**src/rtl/axis_packet_collector.sv**
```systemverilog
// Collects N_BEATS AXI-Stream beats into one wide packet with a packet-level valid/ready port.
// Optional AXIS_COLLECT_LAST_EN adds s_last framing with an m_err flag.
module axis_packet_collector #(
  parameter int unsigned WORD_W  = 8,
  parameter int unsigned BUS_W   = 8,
  parameter int unsigned N_BEATS = 10
) (
  input  logic                       clk,
  input  logic                       rst,
  input  logic                       s_valid,
  output logic                       s_ready,
  input  logic [BUS_W-1:0]           s_data,
  output logic                       m_valid,
  input  logic                       m_ready,
  output logic [N_BEATS*BUS_W-1:0]   m_data
`ifdef AXIS_COLLECT_LAST_EN
  ,
  input  logic                       s_last,
  output logic                       m_err
`endif
);

  localparam int unsigned WORDS_PER_BEAT = BUS_W / WORD_W;
  localparam int unsigned CNT_W          = $clog2(N_BEATS);
  localparam logic [CNT_W-1:0] LAST_CNT  = CNT_W'(N_BEATS - 1);

  typedef enum logic [0:0] {StFill, StHold} state_e;

  state_e                     state_q, state_d;
  logic [CNT_W-1:0]           cnt_q, cnt_d;
  logic                       s_ready_q, s_ready_d;
  logic                       m_valid_q, m_valid_d;
  logic [N_BEATS*BUS_W-1:0]   m_data_q, m_data_d;
  logic                       accept;
  logic                       close;
`ifdef AXIS_COLLECT_LAST_EN
  logic                       m_err_q, m_err_d;
`endif

  always_comb begin
    state_d   = state_q;
    cnt_d     = cnt_q;
    s_ready_d = s_ready_q;
    m_valid_d = m_valid_q;
    m_data_d  = m_data_q;
    close     = 1'b0;
`ifdef AXIS_COLLECT_LAST_EN
    m_err_d   = m_err_q;
`endif
    accept    = s_valid && s_ready_q;

    unique case (state_q)
      StFill: begin
        s_ready_d = 1'b1;
        if (accept) begin
`ifdef AXIS_COLLECT_LAST_EN
          // Fresh packet starts zeroed so an early s_last leaves empty slots at 0.
          if (cnt_q == '0) m_data_d = '0;
`endif
          for (int unsigned i = 0; i < N_BEATS; i++) begin
            for (int unsigned w = 0; w < WORDS_PER_BEAT; w++) begin
              if (cnt_q == CNT_W'(i)) begin
                m_data_d[i*BUS_W + w*WORD_W +: WORD_W] = s_data[w*WORD_W +: WORD_W];
              end
            end
          end
`ifdef AXIS_COLLECT_LAST_EN
          close   = (cnt_q == LAST_CNT) || s_last;
          m_err_d = !((cnt_q == LAST_CNT) && s_last);
`else
          close   = (cnt_q == LAST_CNT);
`endif
          if (close) begin
            cnt_d     = '0;
            m_valid_d = 1'b1;
            s_ready_d = 1'b0;
            state_d   = StHold;
          end else begin
            cnt_d = cnt_q + CNT_W'(1);
          end
        end
      end
      StHold: begin
        if (m_ready) begin
          m_valid_d = 1'b0;
          s_ready_d = 1'b1;
          state_d   = StFill;
`ifdef AXIS_COLLECT_LAST_EN
          m_err_d   = 1'b0;
`endif
        end
      end
      default: state_d = StFill;
    endcase
  end

  always_ff @(posedge clk) begin
    if (rst) begin
      state_q   <= StFill;
      cnt_q     <= '0;
      s_ready_q <= 1'b0;
      m_valid_q <= 1'b0;
      m_data_q  <= '0;
`ifdef AXIS_COLLECT_LAST_EN
      m_err_q   <= 1'b0;
`endif
    end else begin
      state_q   <= state_d;
      cnt_q     <= cnt_d;
      s_ready_q <= s_ready_d;
      m_valid_q <= m_valid_d;
      m_data_q  <= m_data_d;
`ifdef AXIS_COLLECT_LAST_EN
      m_err_q   <= m_err_d;
`endif
    end
  end

  assign s_ready = s_ready_q;
  assign m_valid = m_valid_q;
  assign m_data  = m_data_q;
`ifdef AXIS_COLLECT_LAST_EN
  assign m_err   = m_err_q;
`endif

endmodule

```
**config.mk**
```make
export PLATFORM = sky130hd
export DESIGN_NAME = axis_packet_collector
export DESIGN_NICKNAME = d
export VERILOG_FILES = /design/src/rtl/axis_packet_collector.sv
export SDC_FILE = /design/constraint.sdc
export NUM_CORES = 1
export LEC_CHECK = 0
export CAP_MARGIN = 0
export CORE_MARGIN = 5
export CORE_UTILIZATION = 38
export CTS_CLUSTER_SIZE = 16
export DETAILED_ROUTE_END_ITERATION = 10
export PLACE_DENSITY = 0.66
export SETUP_SLACK_MARGIN = 0.05
export SLEW_MARGIN = 20
export SYNTH_ARGS = -nofsm -noshare
export SYNTH_HDL_FRONTEND = slang
export SYNTH_SLANG_ARGS = --single-unit
```
**constraint.sdc**
```tcl
create_clock -name clk -period 1.6 [get_ports clk]
set_input_delay 0.32 -clock clk [delete_from_list [all_inputs] [get_ports clk]]
set_output_delay 0.32 -clock clk [all_outputs]
set_load 0.05 [all_outputs]
```
# ---- After elaboration in Yosys (flattened, before gate mapping)
# Index checks and enable logic that the tools add are counted.
dict set report op_classes {
  addsub 1
  n_eq_ne 12
  mux 13
  bitwise 1
  reduce_logical 14
}
# cell count
set op_table {}
lappend op_table {{AND reduction 3 bit} 11}
lappend op_table {{== test 4 x 3 -> 1 bit, second input constant} 4}
lappend op_table {{2-to-1 mux 1 bit} 9}
lappend op_table {{== test 4 x 2 -> 1 bit, second input constant} 2}
lappend op_table {{== test 4 bit, second input constant} 2}
lappend op_table {{!= test 2 bit, second input constant} 3}
lappend op_table {{case mux 1 bit (2 select lines)} 3}
lappend op_table {{adder 4 x 1 -> 4 bit, second input constant} 1}
lappend op_table {{== test 4 x 1 -> 1 bit, second input constant} 1}
lappend op_table {{zero test 4 bit} 1}
lappend op_table {{2-to-1 mux 4 bit} 1}
lappend op_table {{AND reduction 2 bit} 1}
lappend op_table {{logical AND 1 bit} 1}
lappend op_table {{NOT 1 bit} 1}
dict set report word_totals {
  reg_bits 87
  in_bits 12
  output_inout_bits 82
  word_cells 55
}

# ---- Depth between registers and ports, before layout
# Gate-level depths: netlist (run 1).
dict set report logic_depth {
  word_depth 4
  depth_mapped 6
  depth_no_buf 3
}

# ---- Least setup slack after synthesis (run 1)
# No wires, ideal clock.
dict set report synth_path {
  path_kind {register -> register}
  from {reg s_ready_q (netlist: s_ready)}
  to {reg m_data_q[48] (netlist: m_data[48])}
  setup_ns 0.073
  arrival_time_ns 1.706
  required_time_ns 1.527
  setup_slack_ns -0.180
  path_stages_with_launch 7
  n_path_buf 3
  period_less_slack_ns 1.780
  path_cell_list {dfxtp_1 buf_2 nor2b_1 buf_2 and3_1 buf_4 mux2i_1}
}
dict set report synth_between {
  elab_chain_cells 2
}
# element line
set synth_lines {}
lappend synth_lines {{from (decl)} 31} ;# logic s_ready_q, s_ready_d;
lappend synth_lines {{from (signal assigned)} 110} ;# s_ready_q <= s_ready_d;
lappend synth_lines {{logical AND 1 bit} 50} ;# accept = s_valid && s_ready_q;
lappend synth_lines {{AND reduction 3 bit (no source line)} n/a}
lappend synth_lines {{to (signal assigned)} 112} ;# m_data_q <= m_data_d;
lappend synth_lines {{to (decl)} 33} ;# logic [N_BEATS*BUS_W-1:0] m_data_q, m_data_d;
# Every way passes these cells.
# A chain may end at the register's enable or synchronous reset.

# ---- Final worst setup path (run 1)
dict set report layout_path {
  from {reg cnt_q[0]}
  to {reg cnt_q[1]}
}
dict set report layout_between {
  elab_chain_cells 2
  word_cells_on_any_way 3
  classes_between {add/sub (1); eq/ne (1); mux (1)}
}
# element line
set layout_lines {}
lappend layout_lines {{from (decl)} 30} ;# logic [CNT_W-1:0] cnt_q, cnt_d;
lappend layout_lines {{from (signal assigned)} 109} ;# cnt_q <= cnt_d;
lappend layout_lines {{adder 4 x 1 -> 4 bit or == test 4 bit (tied branches)} {79, 71}}
lappend layout_lines {{2-to-1 mux 4 bit *} 73} ;# if (close) begin
# Every way passes the cells marked *; elsewhere a longest branch is shown, timed or not.

==> results.cfg, run 1 <==
[timing]
max_slew_margin_pct = 70.4
min_period_ps = 1460
fmax_ghz = 0.686
hold-worst-slack_ps = 462
drv_slew = 0
setup_viol = 0
finalSetupTns_ps = 0
min_period_over_period_pct = 91.1
worst_pin_slew_ps = 443
skew_ps = 9.87
hold_violations = 0
rsz0062_at_grt = false

[grt]
antenna_found_initial = 0
grt_overflow_total = 0
grt_start_max_net_pins = 40
grtUsageTotal_pct = 16.8
grt_pass1_vias = 2622
grt_first_pass_wirelength_um = 13600

[synth]
synth_cells = 311
synth_nets = 323
yosys_warnings = 0
synth_seq_area_share_pct = 53.5
ys_seq_elements = 87
synthDistinctLibCells = 28
postSynthAreaPerCell_um2 = 10.5
netlist_area_mm2 = 0.00326

[routing]
dr.pass1.iters = 4
vias = 2607
drcViolationCount = 0
antenna_left = 0
dr.first_iter.drc_count = 88
vias_per_cell = 4.78
wirelength_um = 8670
avgRoutedWirePerCell_um = 15.9

[pwr]
power_mw = 4.11
powerDensity_mw_per_mm2 = 890
max-vdd-ir-drop_uv = 423
leakagePower_nw = 2.40

[setup_path]
start_kind = register
path_max_fanout = 7
crit_type = register to register
cp-end-kind = register
crit_required_ps = 1870
worstPathArrival_ps = 1730

[finish]
drive_gt1_share_pct = 33.4
syn2layout_area_growth_pct = 42.0
n_antenna_cell = 0
fin_nets = 447
fillerInstances = 760

[outcome]
run_status = completed

[placed_design]
gp_congestion = 0.777
numPortBuffers = 93
hpwl_um = 6270

[flow_run]
drv_cap = 0

[worst_hold_path]
hold_path_class = register to register

[die]
die_y_um = 103
placement_rows = 33
die_area_mm2 = 0.0105
coreArea_mm2 = 0.00830
initial_core_util_pct = 39.2
die_w_um = 103
io-pin-count = 94

[clock_tree]
cts_buffers = 9
clkTransAtPathRegs_ps = 90
htree_levels = 3
ctsRootBufferMaster = clkbuf_8
clk_latency_ps = 350
cts_buffer_depth = 2
cts.sinks = 87
ctsHoldBuffers = 0
cts_tree = yes
==> repair_timing <==
action	in CTS	in global routing
setup buffers	0	1
gates resized for setup	0	1
setup endpoints to repair	0	14
==> through the flow <==
| stage | setup slack (ps) | std cells | util (%) | instance area [um^2] |
|---|---|---|---|---|
| global route | 35.4 | 545 | 55.7 | 4620 |
| detailed placement | -276 | 528 | 53.1 | 4410 |
| CTS | 98.2 | 544 | 55.6 | 4610 |
| floorplan | 52.6 | 311 | - | 3260 |
| global placement | -261 | 528 | 53.1 | 4410 |
| finish | 143 | 545 | 55.7 | 4620 |
==> layout make-up <==
type                       count  area [um^2]  share of cell area [%]
timing repair buffer         130         1100                    23.9
clock buffer                  10          138                    2.98
tap                          105          131                    2.84
sequential                    87         1740                    37.7
inverter                       3         11.3                   0.244
multi-input combinational    204         1430                    30.9
clock inverter                 6         67.6                    1.46
==> routing by layer <==
layer  global-route usage, %  vias up  wire length [um]
met2                    26.1       68              4140
met4                    5.15        0                55
met5                       0        -                 0
met3                    3.99        7               438
li1                        -     1296                 -
met1                    23.0     1236              4040
==> sequential cells by signal, indices dropped and copies added (netlist names) <==
register,count
state_q,1
m_valid,1
m_data,80
cnt_q,4
s_ready,1
==> cells in the mapped netlist (all sizes together) <==
cell type / instances / area [um^2]
nand2: 90 / 338
dfxtp: 87 / 1740
mux2i: 80 / 801
clkbuf: 12 / 46.3
buf: 5 / 30.0
nand4: 5 / 73.8
nor2b: 5 / 31.3
a21oi: 4 / 20.0
nand3: 4 / 40.0
inv: 3 / 11.3
or3: 3 / 18.8
nor2: 2 / 7.51
a221oi: 1 / 8.76
and3: 1 / 6.26
and3b: 1 / 8.76
nand2b: 1 / 6.26
nand3b: 1 / 7.51
nand4b: 1 / 8.76
nor3b: 1 / 18.8
o211a: 1 / 10.0
o21ai: 1 / 5.00
o31ai: 1 / 7.51
xor2: 1 / 8.76
==> layout by cell type, fill, tap and decap left out <==
cell,netlist,routed
a21oi_1,4,4
a221oi_1,1,1
and3_1,1,1
and3b_1,1,1
buf_12,0,8
buf_4,2,111
bufinv_16,0,1
clkbuf_8,0,10
clkdlybuf4s50_1,0,11
clkinv_2,0,1
clkinv_4,0,1
clkinvlp_4,0,2
dfxtp_1,87,85
dfxtp_2,0,2
inv_1,2,2
inv_2,1,1
inv_6,0,1
mux2i_1,80,80
nand2_1,90,90
nand2b_1,1,1
nand3_2,4,4
nand3b_1,1,1
nand4_1,1,1
nand4_2,2,2
nand4_4,2,2
nand4b_1,1,1
nor2_1,2,2
nor2b_1,5,5
nor3b_4,1,1
o211a_1,1,1
o21ai_0,1,1
o31ai_1,1,1
or3_1,3,3
xor2_1,1,1
==> critical path, cell delays in order, from the launching register on <==
cell and delay (ps):
dfxtp_1 530, nand4b_1 270, or3_1 400, a21oi_1 170
==> power by group <==
group / switching [mW] / internal (mW) / leakage (nW)
combinational: 0.205 / 0.130 / 1.60
clock: 0.801 / 0.770 / 0.0989
sequential: 0.0226 / 2.19 / 0.703
==> cell families (layout without fill, tap and decap cells) <==
group,after synthesis,after routing,share of synthesized area [%]
AND/OR/NAND/NOR,115,115,17.4
flip-flops,87,87,53.5
multiplexers,80,80,24.6
AO/OA/AOI/OAI,8,8,1.58
buffers and inverters,20,149,2.69
XOR/XNOR,1,1,0.269
==> worst paths after layout <==
path / to / startpoint / slack, ps / cells past startpoint
max reg2reg: cnt_q[1] / cnt_q[0] / 140 / 3
min: m_data[67] / m_data[67] / 460 / 2
max: cnt_q[1] / cnt_q[0] / 140 / 3
min reg2reg: m_data[67] / m_data[67] / 460 / 2
Power figures use the tool's default switching activity.
==> inputs of run 2 (changes only) <==
--- a/config.mk
+++ b/config.mk
@@ -12,7 +12,6 @@
 export DETAILED_ROUTE_END_ITERATION = 10
 export PLACE_DENSITY = 0.66
 export SETUP_SLACK_MARGIN = 0.05
-export SLEW_MARGIN = 20
 export SYNTH_ARGS = -nofsm -noshare
 export SYNTH_HDL_FRONTEND = slang
 export SYNTH_SLANG_ARGS = --single-unit
==> results of run 2 <==
Final layout, timing and power as in run 1 (identical DEF).
==> inputs of run 3 (changes only) <==
--- a/config.mk
+++ b/config.mk
@@ -6,11 +6,10 @@
 export NUM_CORES = 1
 export LEC_CHECK = 0
 export CAP_MARGIN = 0
-export CORE_MARGIN = 5
-export CORE_UTILIZATION = 38
+export CORE_UTILIZATION = 40
 export CTS_CLUSTER_SIZE = 16
 export DETAILED_ROUTE_END_ITERATION = 10
-export PLACE_DENSITY = 0.66
+export PLACE_DENSITY = 0.69
 export SETUP_SLACK_MARGIN = 0.05
 export SYNTH_ARGS = -nofsm -noshare
 export SYNTH_HDL_FRONTEND = slang
==> run 3 against run 2 <==
  * Worst hold slack improved by 2.2 ps
  * Combinational power grew 4%
  * Power is 0.92% lower
  * Routed wire length shrank 5.8%
  * Clock skew down 2.6 ps
  * Flip-flop and latch count is the same
  * Sequential power about the same
  * Sequential share of layout area grew 0.25 points
  * Global-route usage up 3.3 points
  * Core utilization rose by 3.1 points
  * Critical path type is now input port to register
  * Largest power group unchanged
==> results.cfg, run 3 (synthesis results as in run 1) <==
[finish]
n_antenna_cell = 0
final_common_cell = buf_4
regArea_mm2 = 0.00174
drive_gt1_share_pct = 33.2
fillerInstances = 696
largest_reg_flops = 80
final_cells = 539
multiInputGateArea_mm2 = 0.00144
syn2layout_area_growth_pct = 41.0
fin_nets = 444
most-common-layout-cells = buf_4 (109), nand2_1 (90), dfxtp_1 (85), mux2i_1 (80), clkdlybuf4s50_1 (11)

[placed_design]
gp_congestion = 0.760
numPortBuffers = 93
placed_cells = 523
hpwl_um = 5880

[setup_path]
crit_chain = clkdlybuf4s50_1, nor3b_4, buf_4, nand4_4, mux2i_1
crit_type = input port to register
cp-end-kind = register
crit_buf_inv = 2
start_kind = input port
slowest_stage = clkdlybuf4s50_1
path_max_fanout = 8
cp_top_family = buffers and inverters
crit_required_ps = 1840
max_stage_delay_ps = 550
worstPathArrival_ps = 1720

[clock_tree]
postCtsSetupRepairBufs = 0
ctsRootBufferMaster = clkbuf_8
htree_levels = 3
cts_buffers = 9
clkTransAtPathRegs_ps = 80
clk_latency_ps = 350
cts_buffer_depth = 2
cts.sinks = 87
ctsHoldBuffers = 0
ctsResizeCount = 0
cts_tree = yes

[timing]
fmax_ghz = 0.675
skew_ps = 7.28
setup_viol = 0
worst_pin_slew_ps = 311
max_slew_margin_pct = 79.2
drv_slew = 0
min_period_over_period_pct = 92.6
min_period_ps = 1480
rsz0062_at_grt = false
hold-worst-slack_ps = 464
hold_violations = 0

[pwr]
p_comb_share_pct = 8.5
leakagePower_nw = 2.37
p_int_mw = 3.05
powerDensity_mw_per_mm2 = 887
p_seq_share_pct = 54.0
max-vdd-ir-drop_uv = 464
clkPwrFrac_pct = 37.4
swShare_pct = 25.2
p_sw_mw = 1.03

[grt]
grtUsageTotal_pct = 20.0
grt_start_max_net_pins = 35
grt_first_pass_wirelength_um = 13000
grt_pass1_vias = 2501
grt_overflow_total = 0
antenna_found_initial = 0

[routing]
vias = 2594
avgRoutedWirePerCell_um = 15.2
antenna_left = 0
drcViolationCount = 0
vias_per_cell = 4.81
dr.first_iter.drc_count = 114
dr.pass1.iters = 4
wirelength_um = 8170

[outcome]
run_status = completed

[flow_run]
drv_cap = 0

[die]
die_w_um = 92.2
io-pin-count = 94
coreArea_mm2 = 0.00781
die_y_um = 92.2
initial_core_util_pct = 41.7
placement_rows = 32
die_area_mm2 = 0.00850

[worst_hold_path]
hold_path_class = register to register
==> run 3: cell types whose count changed in the layout (fill, tap and decap cells not counted) <==
| cell | change |
|---|---|
| nor2b_2 | +1 |
| clkbuf_8 | -1 |
| buf_12 | -1 |
| clkinv_2 | +1 |
| nor2b_1 | -1 |
| nand3_2 | -2 |
| buf_4 | -2 |
| nand3_4 | +2 |
==> run 3: per-stage QoR <==
stage / cell area, um^2 / setup TNS, ps / power, mW / setup WS, ps / util, %
floorplan: 3260 / 0 / 2.43 / 52.6 / -
global placement: 4380 / -12610 / 2.60 / -222 / 56.1
finish: 4590 / 0 / 4.08 / 119 / 58.8
CTS: 4570 / 0 / 4.11 / 94.1 / 58.6
global route: 4590 / 0 / 4.23 / 69.3 / 58.8
detailed placement: 4380 / -15370 / 2.60 / -259 / 56.1
==> run 3: worst register-to-register path: stages (launching register included) <==
cell	delay [ps]
dfxtp_1	400
nor2b_1	310
nand4_1	250
buf_4	240
mux2i_1	120
==> run 3: worst paths after layout <==
path,slack [ps],endpoint,depth (start not counted),from
worst min-delay path,460,m_data[12],2,m_data[12]
worst max-delay path,120,m_data[40],5,s_valid
worst max register to register,150,m_data[77],4,cnt_q[3]
worst min register to register,460,m_data[12],2,m_data[12]
==> run 3: layer usage <==
metal  GRT usage [%]  vias to the layer above  wire length (um)
met1            27.2                     1237              3920
met4            5.47                        0                87
met3            5.89                        6               428
li1                -                     1283                 -
met5               0                        -                 0
met2            30.9                       68              3730
==> run 3: cell type report <==
cell class / instances / share of cell area, %
Timing Repair Buffer: 127 / 23.3
Sequential cell: 87 / 38.0
Clock buffer: 9 / 2.70
Tap cell: 102 / 2.78
Multi-Input combinational cell: 204 / 31.4
Inverter: 3 / 0.245
Clock inverter: 7 / 1.58
==> run 3: power by group through the flow <==
| stage | registers [mW] | logic [mW] | clock network, mW |
|---|---|---|---|
| 6_report | 2.20 | 0.348 | 1.52 |
| 5_1_grt | 2.21 | 0.370 | 1.66 |
| 4_1_cts | 2.20 | 0.347 | 1.56 |
| 3_5_place_dp | 2.25 | 0.346 | 0 |
| 3_3_place_gp | 2.25 | 0.344 | 0 |
| 2_1_floorplan | 2.31 | 0.125 | 0 |
